### src/rtl/tiled_weight_controller.sv
// Row-serial weight store: forward reads and backward w -= a*delta jobs, one matrix row per handshake.
// Build option: define TILED_WEIGHT_CTRL_SATURATE_EN to clamp overflowing cells instead of wrapping.

module tiled_weight_lane #(
  parameter int ACTIVATION_WIDTH  = 9,
  parameter int DELTA_CELL_WIDTH  = 10,
  parameter int WEIGHT_CELL_WIDTH = 16,
  parameter int SHIFT             = 0
) (
  input  logic [WEIGHT_CELL_WIDTH-1:0] w,
  input  logic [ACTIVATION_WIDTH-1:0]  a,
  input  logic [DELTA_CELL_WIDTH-1:0]  delta,
  output logic [WEIGHT_CELL_WIDTH-1:0] n,
  output logic                         ovf
);
  localparam int P  = ACTIVATION_WIDTH + DELTA_CELL_WIDTH;
  localparam int W  = WEIGHT_CELL_WIDTH;
  localparam int NW = ((P > W) ? P : W) + 1;

  logic signed [P-1:0]  a_x, d_x, p, q;
  logic signed [NW-1:0] diff;

  assign a_x  = P'($signed(a));
  assign d_x  = P'($signed(delta));
  assign p    = a_x * d_x;
  assign q    = p >>> SHIFT;
  assign diff = NW'($signed(w)) - NW'(q);
  // In range only if every bit above the weight sign bit matches it.
  assign ovf  = (diff[NW-1:W-1] != {(NW-W+1){diff[W-1]}});

`ifdef TILED_WEIGHT_CTRL_SATURATE_EN
  assign n = !ovf ? diff[W-1:0] :
             diff[NW-1] ? {1'b1, {(W-1){1'b0}}} : {1'b0, {(W-1){1'b1}}};
`else
  assign n = diff[W-1:0];
`endif
endmodule

module tiled_weight_controller #(
  parameter int    NEURON_NUM          = 5,
  parameter int    LAYER_ADDR_WIDTH    = 2,
  parameter int    ACTIVATION_WIDTH    = 9,
  parameter int    DELTA_CELL_WIDTH    = 10,
  parameter int    WEIGHT_CELL_WIDTH   = 16,
  parameter int    FRACTION_WIDTH      = 0,
  parameter int    LEARNING_RATE_SHIFT = 0,
  parameter string WEIGHT_INIT_FILE    = "weight_init.list",
  localparam int   ROW_W = (NEURON_NUM > 1) ? $clog2(NEURON_NUM) : 1
) (
  input  logic                                    clk,
  input  logic                                    rst,
  input  logic [LAYER_ADDR_WIDTH-1:0]             upd_layer,
  input  logic [NEURON_NUM*ACTIVATION_WIDTH-1:0]  upd_a,
  input  logic [NEURON_NUM*DELTA_CELL_WIDTH-1:0]  upd_delta,
  input  logic                                    upd_valid,
  output logic                                    upd_ready,
  input  logic [LAYER_ADDR_WIDTH-1:0]             layer_fw,
  input  logic                                    layer_fw_valid,
  output logic                                    layer_fw_ready,
  output logic [NEURON_NUM*WEIGHT_CELL_WIDTH-1:0] w_bw,
  output logic [ROW_W-1:0]                        w_bw_row,
  output logic                                    w_bw_last,
  output logic                                    w_bw_valid,
  input  logic                                    w_bw_ready,
  output logic [NEURON_NUM*WEIGHT_CELL_WIDTH-1:0] w_fw,
  output logic [ROW_W-1:0]                        w_fw_row,
  output logic                                    w_fw_last,
  output logic                                    w_fw_valid,
  input  logic                                    w_fw_ready,
  output logic                                    error
);
  localparam int LAYER_NUM = 1 << LAYER_ADDR_WIDTH;

  typedef enum logic [1:0] {IDLE, BW, FW} state_t;

  state_t                                               state;
  logic [ROW_W-1:0]                                     row;
  logic [LAYER_ADDR_WIDTH-1:0]                          layer_q;
  logic [NEURON_NUM-1:0][ACTIVATION_WIDTH-1:0]          a_q;
  logic [NEURON_NUM-1:0][DELTA_CELL_WIDTH-1:0]          delta_q;
  logic                                                 last_bw;
  logic [NEURON_NUM-1:0][WEIGHT_CELL_WIDTH-1:0]         rd_row, wr_row;
  logic [NEURON_NUM-1:0]                                ovf;
  logic [DELTA_CELL_WIDTH-1:0]                          delta_row;
  logic                                                 bw_hs, fw_hs;

  // Weight image is preloaded by the integration flow (WEIGHT_INIT_FILE) and never reset.
  logic [NEURON_NUM-1:0][WEIGHT_CELL_WIDTH-1:0] mem [LAYER_NUM][NEURON_NUM];

  assign rd_row    = mem[layer_q][row];
  assign delta_row = delta_q[row];
  assign bw_hs     = w_bw_valid & w_bw_ready;
  assign fw_hs     = w_fw_valid & w_fw_ready;

  assign w_bw      = rd_row;
  assign w_fw      = rd_row;
  assign w_bw_row  = row;
  assign w_fw_row  = row;

  for (genvar c = 0; c < NEURON_NUM; c++) begin : g_lane
    tiled_weight_lane #(
      .ACTIVATION_WIDTH (ACTIVATION_WIDTH),
      .DELTA_CELL_WIDTH (DELTA_CELL_WIDTH),
      .WEIGHT_CELL_WIDTH(WEIGHT_CELL_WIDTH),
      .SHIFT            (FRACTION_WIDTH + LEARNING_RATE_SHIFT)
    ) u_lane (
      .w    (rd_row[c]),
      .a    (a_q[c]),
      .delta(delta_row),
      .n    (wr_row[c]),
      .ovf  (ovf[c])
    );
  end

  always_ff @(posedge clk) begin
    if (bw_hs) mem[layer_q][row] <= wr_row;
  end

  always_ff @(posedge clk or negedge rst) begin
    if (!rst) begin
      state          <= IDLE;
      row            <= '0;
      layer_q        <= '0;
      a_q            <= '0;
      delta_q        <= '0;
      last_bw        <= 1'b0;
      upd_ready      <= 1'b0;
      layer_fw_ready <= 1'b0;
      w_bw_valid     <= 1'b0;
      w_bw_last      <= 1'b0;
      w_fw_valid     <= 1'b0;
      w_fw_last      <= 1'b0;
      error          <= 1'b0;
    end else begin
      // Grants are single-cycle pulses seen in the first cycle of the job.
      upd_ready      <= 1'b0;
      layer_fw_ready <= 1'b0;
      case (state)
        IDLE: begin
          if (upd_valid && (!layer_fw_valid || !last_bw)) begin
            upd_ready  <= 1'b1;
            last_bw    <= 1'b1;
            layer_q    <= upd_layer;
            a_q        <= upd_a;
            delta_q    <= upd_delta;
            row        <= '0;
            w_bw_valid <= 1'b1;
            w_bw_last  <= (NEURON_NUM == 1);
            state      <= BW;
          end else if (layer_fw_valid) begin
            layer_fw_ready <= 1'b1;
            last_bw        <= 1'b0;
            layer_q        <= layer_fw;
            row            <= '0;
            w_fw_valid     <= 1'b1;
            w_fw_last      <= (NEURON_NUM == 1);
            state          <= FW;
          end
        end
        BW: begin
          if (bw_hs) begin
            if (|ovf) error <= 1'b1;
            if (w_bw_last) begin
              w_bw_valid <= 1'b0;
              w_bw_last  <= 1'b0;
              row        <= '0;
              state      <= IDLE;
            end else begin
              row       <= row + 1'b1;
              w_bw_last <= (row == ROW_W'(NEURON_NUM - 2));
            end
          end
        end
        FW: begin
          if (fw_hs) begin
            if (w_fw_last) begin
              w_fw_valid <= 1'b0;
              w_fw_last  <= 1'b0;
              row        <= '0;
              state      <= IDLE;
            end else begin
              row       <= row + 1'b1;
              w_fw_last <= (row == ROW_W'(NEURON_NUM - 2));
            end
          end
        end
        default: state <= IDLE;
      endcase
    end
  end
endmodule

### config.mk
export PLATFORM = sky130hd
export DESIGN_NAME = tiled_weight_controller
export DESIGN_NICKNAME = d
export VERILOG_FILES = /design/src/rtl/tiled_weight_controller.sv
export SDC_FILE = /design/constraint.sdc
export NUM_CORES = 2
export LEC_CHECK = 0
export BUFFER_PORTS_ARGS = -buffer_cell sky130_fd_sc_hd__clkbuf_2
export CAP_MARGIN = 20
export CORE_ASPECT_RATIO = 0.9
export CORE_MARGIN = 8
export CORE_UTILIZATION = 40
export CTS_CLUSTER_SIZE = 12
export DETAILED_ROUTE_END_ITERATION = 8
export PLACE_DENSITY = 0.66
export SKIP_CTS_REPAIR_TIMING = 1
export SLEW_MARGIN = 5
export SYNTH_ARGS = -nofsm -noshare
export SYNTH_HDL_FRONTEND = slang
export SYNTH_SLANG_ARGS = --single-unit
### constraint.sdc
create_clock -name clk -period 8 [get_ports clk]
set_input_delay 2.4 -clock clk [delete_from_list [all_inputs] [get_ports clk]]
set_output_delay 2.4 -clock clk [all_outputs]
set_load 0.01 [all_outputs]
# After elaboration in Yosys (flattened, before gate mapping)

Memory sizes are Yosys's and may differ from the RTL's.
Index checks and enable logic that the tools add are counted.

Reduce and logical (&&, ||, !) cells: 20
Add/subtract/negate cells: 6
Multiplexer cells: 49
$mul: 5
$lt $le $gt $ge: 3
Bitwise operators: 3
Equality and inequality tests: 16

Operator list:

| operator           | count |
|---|---|
| $mux 400           | 1 |
| $bmux 80 s3        | 1 |
| $demux 80 s3       | 1 |
| $mux 80            | 3 |
| $sub 16x19->20     | 5 |
| $mul 9x10->19      | 5 |
| $bmux 10 s3        | 1 |
| $mux 1             | 21 |
| $ne 4x4->1         | 5 |
| $mux 3             | 6 |
| $mux 2             | 8 |
| $ne 2x2->1 const B | 7 |
| $reduce_and 4->1   | 3 |
| $mux 10            | 1 |
| $reduce_and 5->1   | 2 |
| $pmux 3 s3         | 1 |
| $pmux 1 s2         | 4 |
| $pmux 2 s3         | 1 |
| $reduce_and 3->1   | 2 |
| $reduce_bool 2->1  | 3 |
| $reduce_or 5->1    | 1 |
| $ge 4x4->1 const B | 1 |
| $lt 3x4->1 const B | 1 |
| $lt 4x1->1 const B | 1 |
| 13 further kinds   | 17 |

Word-level logic and storage cells: 124
Output and inout port bits: 173
Memory bits (writable): 1600
Input port bits: 105
Memories kept: 1
Flip-flop bits (word level): 110

Memory list:

| name | words | bits a word | rd ports | clocked after memory_dff | wr ports | line | RTL |
|---|---|---|---|---|---|---|---|
| mem  | 4     | 400         | 1        | 0                        | 1        | 88   | `logic [NEURON_NUM-1:0][WEIGHT_CELL_WIDTH-1:0] mem [LAYER_NUM][NEURON_NUM];` |

# Depth between registers and ports, before layout

Depth in word-level cells: 8
Gate-level depth with buffers: 32

# By module

Synthesis repeated with hierarchy kept, for this count alone.

Cell total of the unflattened synthesis: 5907
Area total of the unflattened synthesis: 87704.1 um2

Modules (own cells, without submodules):

| module                                   | instances | cells an instance | seq. area each (um2) | area an instance (um2) |
|---|---|---|---|---|
| tiled_weight_controller                  | 1         | 3396              | 50798.7              | 65460.3 |
| tiled_weight_lane (g_lane[0].u_lane ...) | 2         | 504               | 0.0                  | 4460.5 |
| tiled_weight_lane (g_lane[3].u_lane)     | 1         | 517               | 0.0                  | 4556.9 |
| tiled_weight_lane (g_lane[2].u_lane)     | 1         | 499               | 0.0                  | 4408.0 |
| tiled_weight_lane (g_lane[4].u_lane)     | 1         | 487               | 0.0                  | 4357.9 |

# Worst setup path before layout

Ideal clock, no wire load.

Kind: in2reg
Start: input port w_bw_ready
End: memory mem[0][240] (netlist bit) (enable)
Arrival: 8304 ps
Setup slack: -920 ps
Buffers on the path: 0
Required time: 7384 ps
Cell stages on the path: 3
Cells stage by stage: nand2_1 -> or3_1 -> nor3_1

Cells in the longest elaborated chain, start to end: 3

RTL lines:

| item                           | line | RTL |
|---|---|---|
| from (decl)                    | 64   | `input logic w_bw_ready,` |
| $and 1x1->1                    | 92   | `assign bw_hs = w_bw_valid & w_bw_ready;` |
| $mux 1                         | 116  | `if (bw_hs) mem[layer_q][row] <= wr_row;` |
| $mux 400 (implied by the code) | 116  |  |
| to (decl)                      | 88   |  |

No other way between the ends.

# Worst setup path after layout

Start: register row[0], in the netlist w_bw_row[0]
End: register error

Cells in the longest elaborated chain, start to end: 8
Elaborated cells between the ends (all ways): 23
Classes of those cells: 5 x add/sub; 5 x mul; 5 x eq/ne; 5 x mux; 1 x bitwise; 2 x reduce/logical

RTL lines:

| item                                                   | line | RTL |
|---|---|---|
| from (decl)                                            | 77   | `logic [ROW_W-1:0] row;` |
| from (signal assigned)                                 | 169  | `row <= row + 1'b1;` |
| from (signal assigned)                                 | 182  | `row <= row + 1'b1;` |
| branches (longest 6 deep; another with $sub 16x19->20) | -    |  |
| $reduce_or 5->1 *                                      | 162  | `if (\|ovf) error <= 1'b1;` |
| $reduce_and 3->1 (no line) *                           | -    |  |
| to (signal assigned)                                   | 133  | `error <= 1'b0;` |
| to (signal assigned)                                   | 162  |  |
| to (decl)                                              | 70   | `output logic error` |

Mark *: on every way between the ends. The select of a mux whose other input is x is not followed.
A chain may end at the register's enable or synchronous reset.

==> run_results.csv <==
group,metric,value,unit
place,post_detail_place_hpwl,161000,um
yosys,synth_cells,5825,
place,dp_slack,97.8,ps
worst_setup_path,critical_path_launch_point_type,"register",
global_route,pin_count_of_the_biggest_net_entering_global_routing,100,
layout,ff_latch_area,50800,sq um
timing,hold_viol,0,
worst_setup_path,ff2ff_setup_slack,180,ps
timing,worst_slew_pin_slew,1190,ps
worst_setup_path,critical_path_arrival,8510,ps
worst_setup_path,worst_reg2reg_startpoint,"w_bw_row[0]",
timing,finalSetupViolations,0,
run_status,run_status,"finished clean",
worst_setup_path,critPathMostFrequentCell,"sky130_fd_sc_hd__buf_4",
detailed_routing,drt_drc_violations_left,0,
worst_setup_path,crit_path_max_fanout,36,
layout,final_cell_area,100000,sq um
flow_run,cap_viol_max_count,0,
yosys,yosys-top-cells-count,"sky130_fd_sc_hd__edfxtp_1, sky130_fd_sc_hd__inv_1, sky130_fd_sc_hd__nand2_1, sky130_fd_sc_hd__fa_1, sky130_fd_sc_hd__mux4_2",
detailed_routing,route.detailed.vias_per_inst,5.55,
yosys,synth_enable_flop_cells,1600,
timing,clock.fmax,0.128,GHz
timing,timing.clock.skew,57.0,ps
worst_setup_path,critPathSlowestCell,"sky130_fd_sc_hd__dfrtp_4",
detailed_routing,via_count,51260,
yosys,ys.warnings.count,0,
cts,insertion_delay,830,ps
worst_setup_path,r2r_cells,23,
layout,multiInputGateArea,33400,sq um
worst_setup_path,worst-setup-path-type,"register to register",
yosys,netlist-cell-type-count,81,
cts,tritoncts,"built",
place,finalWeightedCongestion,0.900,
cts,number_of_cts_inserted_buffers,174,
die,fp.dieW,511,um
die,initial_cell_density_of_the_core,0.402,
yosys,synth_flop_cell,"sky130_fd_sc_hd__edfxtp_1",
hold_path,min_to,"delta_q[20]",
detailed_routing,detailedRoute.firstIterationViolations,6548,
die,number_of_rows_in_the_core_area,163,
worst_setup_path,cp_num_buf_inv,7,
yosys,synth_area_per_inst,15.1,sq um
global_route,grt_pass1_vias,52507,
worst_setup_path,end_kind,"register",
worst_setup_path,reg2reg_to,"error",
layout,flow.area_growth_from_synthesis,13.5,%
die,die_h,461,um
die,floorplan.die_area,236000,sq um
timing,timing.final.crit_period,7820,ps
layout,fin_nets,7077,
yosys,ys_seq_elements,1710,
global_route,grt_first_pass_wirelength,365000,um
place,portBuffers,277,
place,post-place-cells,8930,
cts,h-tree-depth,4,
cts,cts-root-to-sink-buffers,3,
hold_path,hp-class,"register to register",
global_route,grt_overflow_total,0,
yosys,ys_async_rst_share,0.0643,
die,core,219000,sq um
timing,timing.final.ws_setup,181,ps
yosys,syn_area,88100,sq um
timing,slew_headroom,0.201,
detailed_routing,drt.antenna.violating_nets,0,
yosys,synth.most_common_cell,"sky130_fd_sc_hd__edfxtp_1",
detailed_routing,postRouteWirelength,252000,um
worst_setup_path,critPathMaxStageDelay,680,ps
cts,cts_root_buf,"sky130_fd_sc_hd__clkbuf_16",
global_route,groute.usage.overall,0.210,
detailed_routing,avgRoutedWirePerCell,27.2,um
layout,layoutNonFillerInstCount,9241,
layout,nFillCells,18949,
yosys,yosys.area.top_type,"sky130_fd_sc_hd__edfxtp_1",
cts,cts.sinks,1710,
yosys,ys_seq_area_frac,0.577,
worst_setup_path,worstPathRequired,8690,ps
die,pin_count,278,
worst_setup_path,timing.critical_path.cells,"buf_4, buf_4, nand2_2, buf_12, buf_4, o22ai_2, fa_1, fa_1, inv_1, fa_1, inv_1, ha_1, and3_1, a221oi_1, nor2b_1, a311o_1, nand3_1, nand3_1, a311o_1, a211o_1, nor4_1, buf_4, a21oi_1",
hold_path,worst_hold_path_startpoint,"delta_q[20]",
yosys,synthTopCellsByArea,"sky130_fd_sc_hd__edfxtp_1, sky130_fd_sc_hd__fa_1, sky130_fd_sc_hd__mux4_2",
timing,period_share,0.977,
timing,drv_slew,0,
layout,final_layout_size_suffix_gt1_frac,0.202,
cts,clock_pin_transition_on_the_worst_setup_and_hold_timing_paths,60,ps
worst_setup_path,timing.critical_path.max_delay_family,"compound AO/OA/AOI/OAI gates",
layout,final_core_utilization,0.457,
place,dpl-instance-area,94400,sq um
detailed_routing,drt_pass1_iterations,5,
yosys,syn_nets,6665,
hold_path,hold_path_depth,2,
yosys,synthDominantCellAreaShare,0.545,
global_route,grt_antenna_before_repair,12,
## cell usage in the layout, fill, tap and decap left out, types with 8 or more instances in the layout
cell                        synthesis  final
sky130_fd_sc_hd__a21o_1            28     28
sky130_fd_sc_hd__a21oi_1          157    154
sky130_fd_sc_hd__a22o_1            12     11
sky130_fd_sc_hd__a22oi_1           13     12
sky130_fd_sc_hd__a31oi_1           13     13
sky130_fd_sc_hd__and2_1           315    315
sky130_fd_sc_hd__and3_1            10     10
sky130_fd_sc_hd__buf_12             2     42
sky130_fd_sc_hd__buf_4             84    265
sky130_fd_sc_hd__clkbuf_1         201     61
sky130_fd_sc_hd__clkbuf_16          0    177
sky130_fd_sc_hd__clkbuf_2           0    276
sky130_fd_sc_hd__clkbuf_8           0      8
sky130_fd_sc_hd__clkinv_1           0     16
sky130_fd_sc_hd__clkinv_16          0      8
sky130_fd_sc_hd__dfrtp_1          110    105
sky130_fd_sc_hd__edfxtp_1        1600   1600
sky130_fd_sc_hd__fa_1             494    494
sky130_fd_sc_hd__ha_1             241    241
sky130_fd_sc_hd__inv_1            681    681
sky130_fd_sc_hd__mux2_2            18     18
sky130_fd_sc_hd__mux2i_1          127    127
sky130_fd_sc_hd__mux4_2           394    394
sky130_fd_sc_hd__nand2_1          623    620
sky130_fd_sc_hd__nand2b_1          20     20
sky130_fd_sc_hd__nand3_1           19     19
sky130_fd_sc_hd__nand4_1            9      9
sky130_fd_sc_hd__nor2_1            98     82
sky130_fd_sc_hd__nor2_4             0     16
sky130_fd_sc_hd__nor2b_1           13     11
sky130_fd_sc_hd__nor3_1            27     23
sky130_fd_sc_hd__o21a_1            22     22
sky130_fd_sc_hd__o21ai_0          143    136
sky130_fd_sc_hd__o21bai_1          13     13
sky130_fd_sc_hd__o22ai_1           45     39
sky130_fd_sc_hd__or3_1              8      8
sky130_fd_sc_hd__xnor2_1           86     84
sky130_fd_sc_hd__xor2_1            32     32
## kinds of logic (layout without fill, tap and decap cells)
| logic type | after synthesis | after routing | share of synthesized area |
|---|---|---|---|
| adder cells (fa/ha/maj) | 735 | 735 | 0.146 |
| flip-flops | 1710 | 1710 | 0.577 |
| AO/OA/AOI/OAI | 513 | 516 | 0.0359 |
| buffers and inverters | 1036 | 1559 | 0.0486 |
| other | 0 | 3 | 0 |
| XOR/XNOR | 119 | 119 | 0.0120 |
| multiplexers | 541 | 541 | 0.118 |
| AND/OR/NAND/NOR | 1171 | 1171 | 0.0625 |
## worst max-delay path by stage
stage / from / end / slack (ps) / cells past startpoint
after CTS: w_bw_row[1] / error / 70 / 25
after floorplan: w_bw_row[1] / error / 40 / 29
after detailed placement: w_bw_row[1] / error / 100 / 25
after global routing: w_bw_row[0] / error / -10 / 25
after global placement: w_bw_row[1] / error / 190 / 25
final: w_bw_row[0] / error / 180 / 23
## worst min-delay path, delay by kind of cell (launching register included)
kind             cells  cell delay [ps]
AND/OR/NAND/NOR      2              110
flip-flops           1              340
## final cells by class
cell class,instances,area share
antenna,3,0.0000751
clock buffer,246,0.0477
clock inverter,44,0.00553
inverter,683,0.0257
multi-input combinational,3082,0.334
sequential,1710,0.508
tap,2887,0.0361
timing repair buffer,586,0.0424
## flip-flops by register name (all words and copies together) (netlist names), 2 cells and up
register,count
a_q,45
w_bw_row,3
mem,1600
layer_q,2
state,2
delta_q,50
## metal layers
metal | vias up | track usage | part of all wire
met3 | 336 | 0.0500 | 0.11
met5 | - | 0 | 0.000052
li1 | 21506 | - | -
met2 | 2510 | 0.318 | 0.44
met4 | 2 | 0.0575 | 0.028
met1 | 26906 | 0.305 | 0.42
## stage by stage
stage / TNS [ps] / hold WS, ps
6_report: 0 / 470
5_1_grt: -13.4 / 485
4_1_cts: 0 / 473
3_5_place_dp: 0 / 459
3_3_place_gp: 0 / 457
2_1_floorplan: 0 / 440
Power is left out: the tool's default activity adds up to more than one toggle a clock period on the data nets, which glitch-free logic cannot reach.
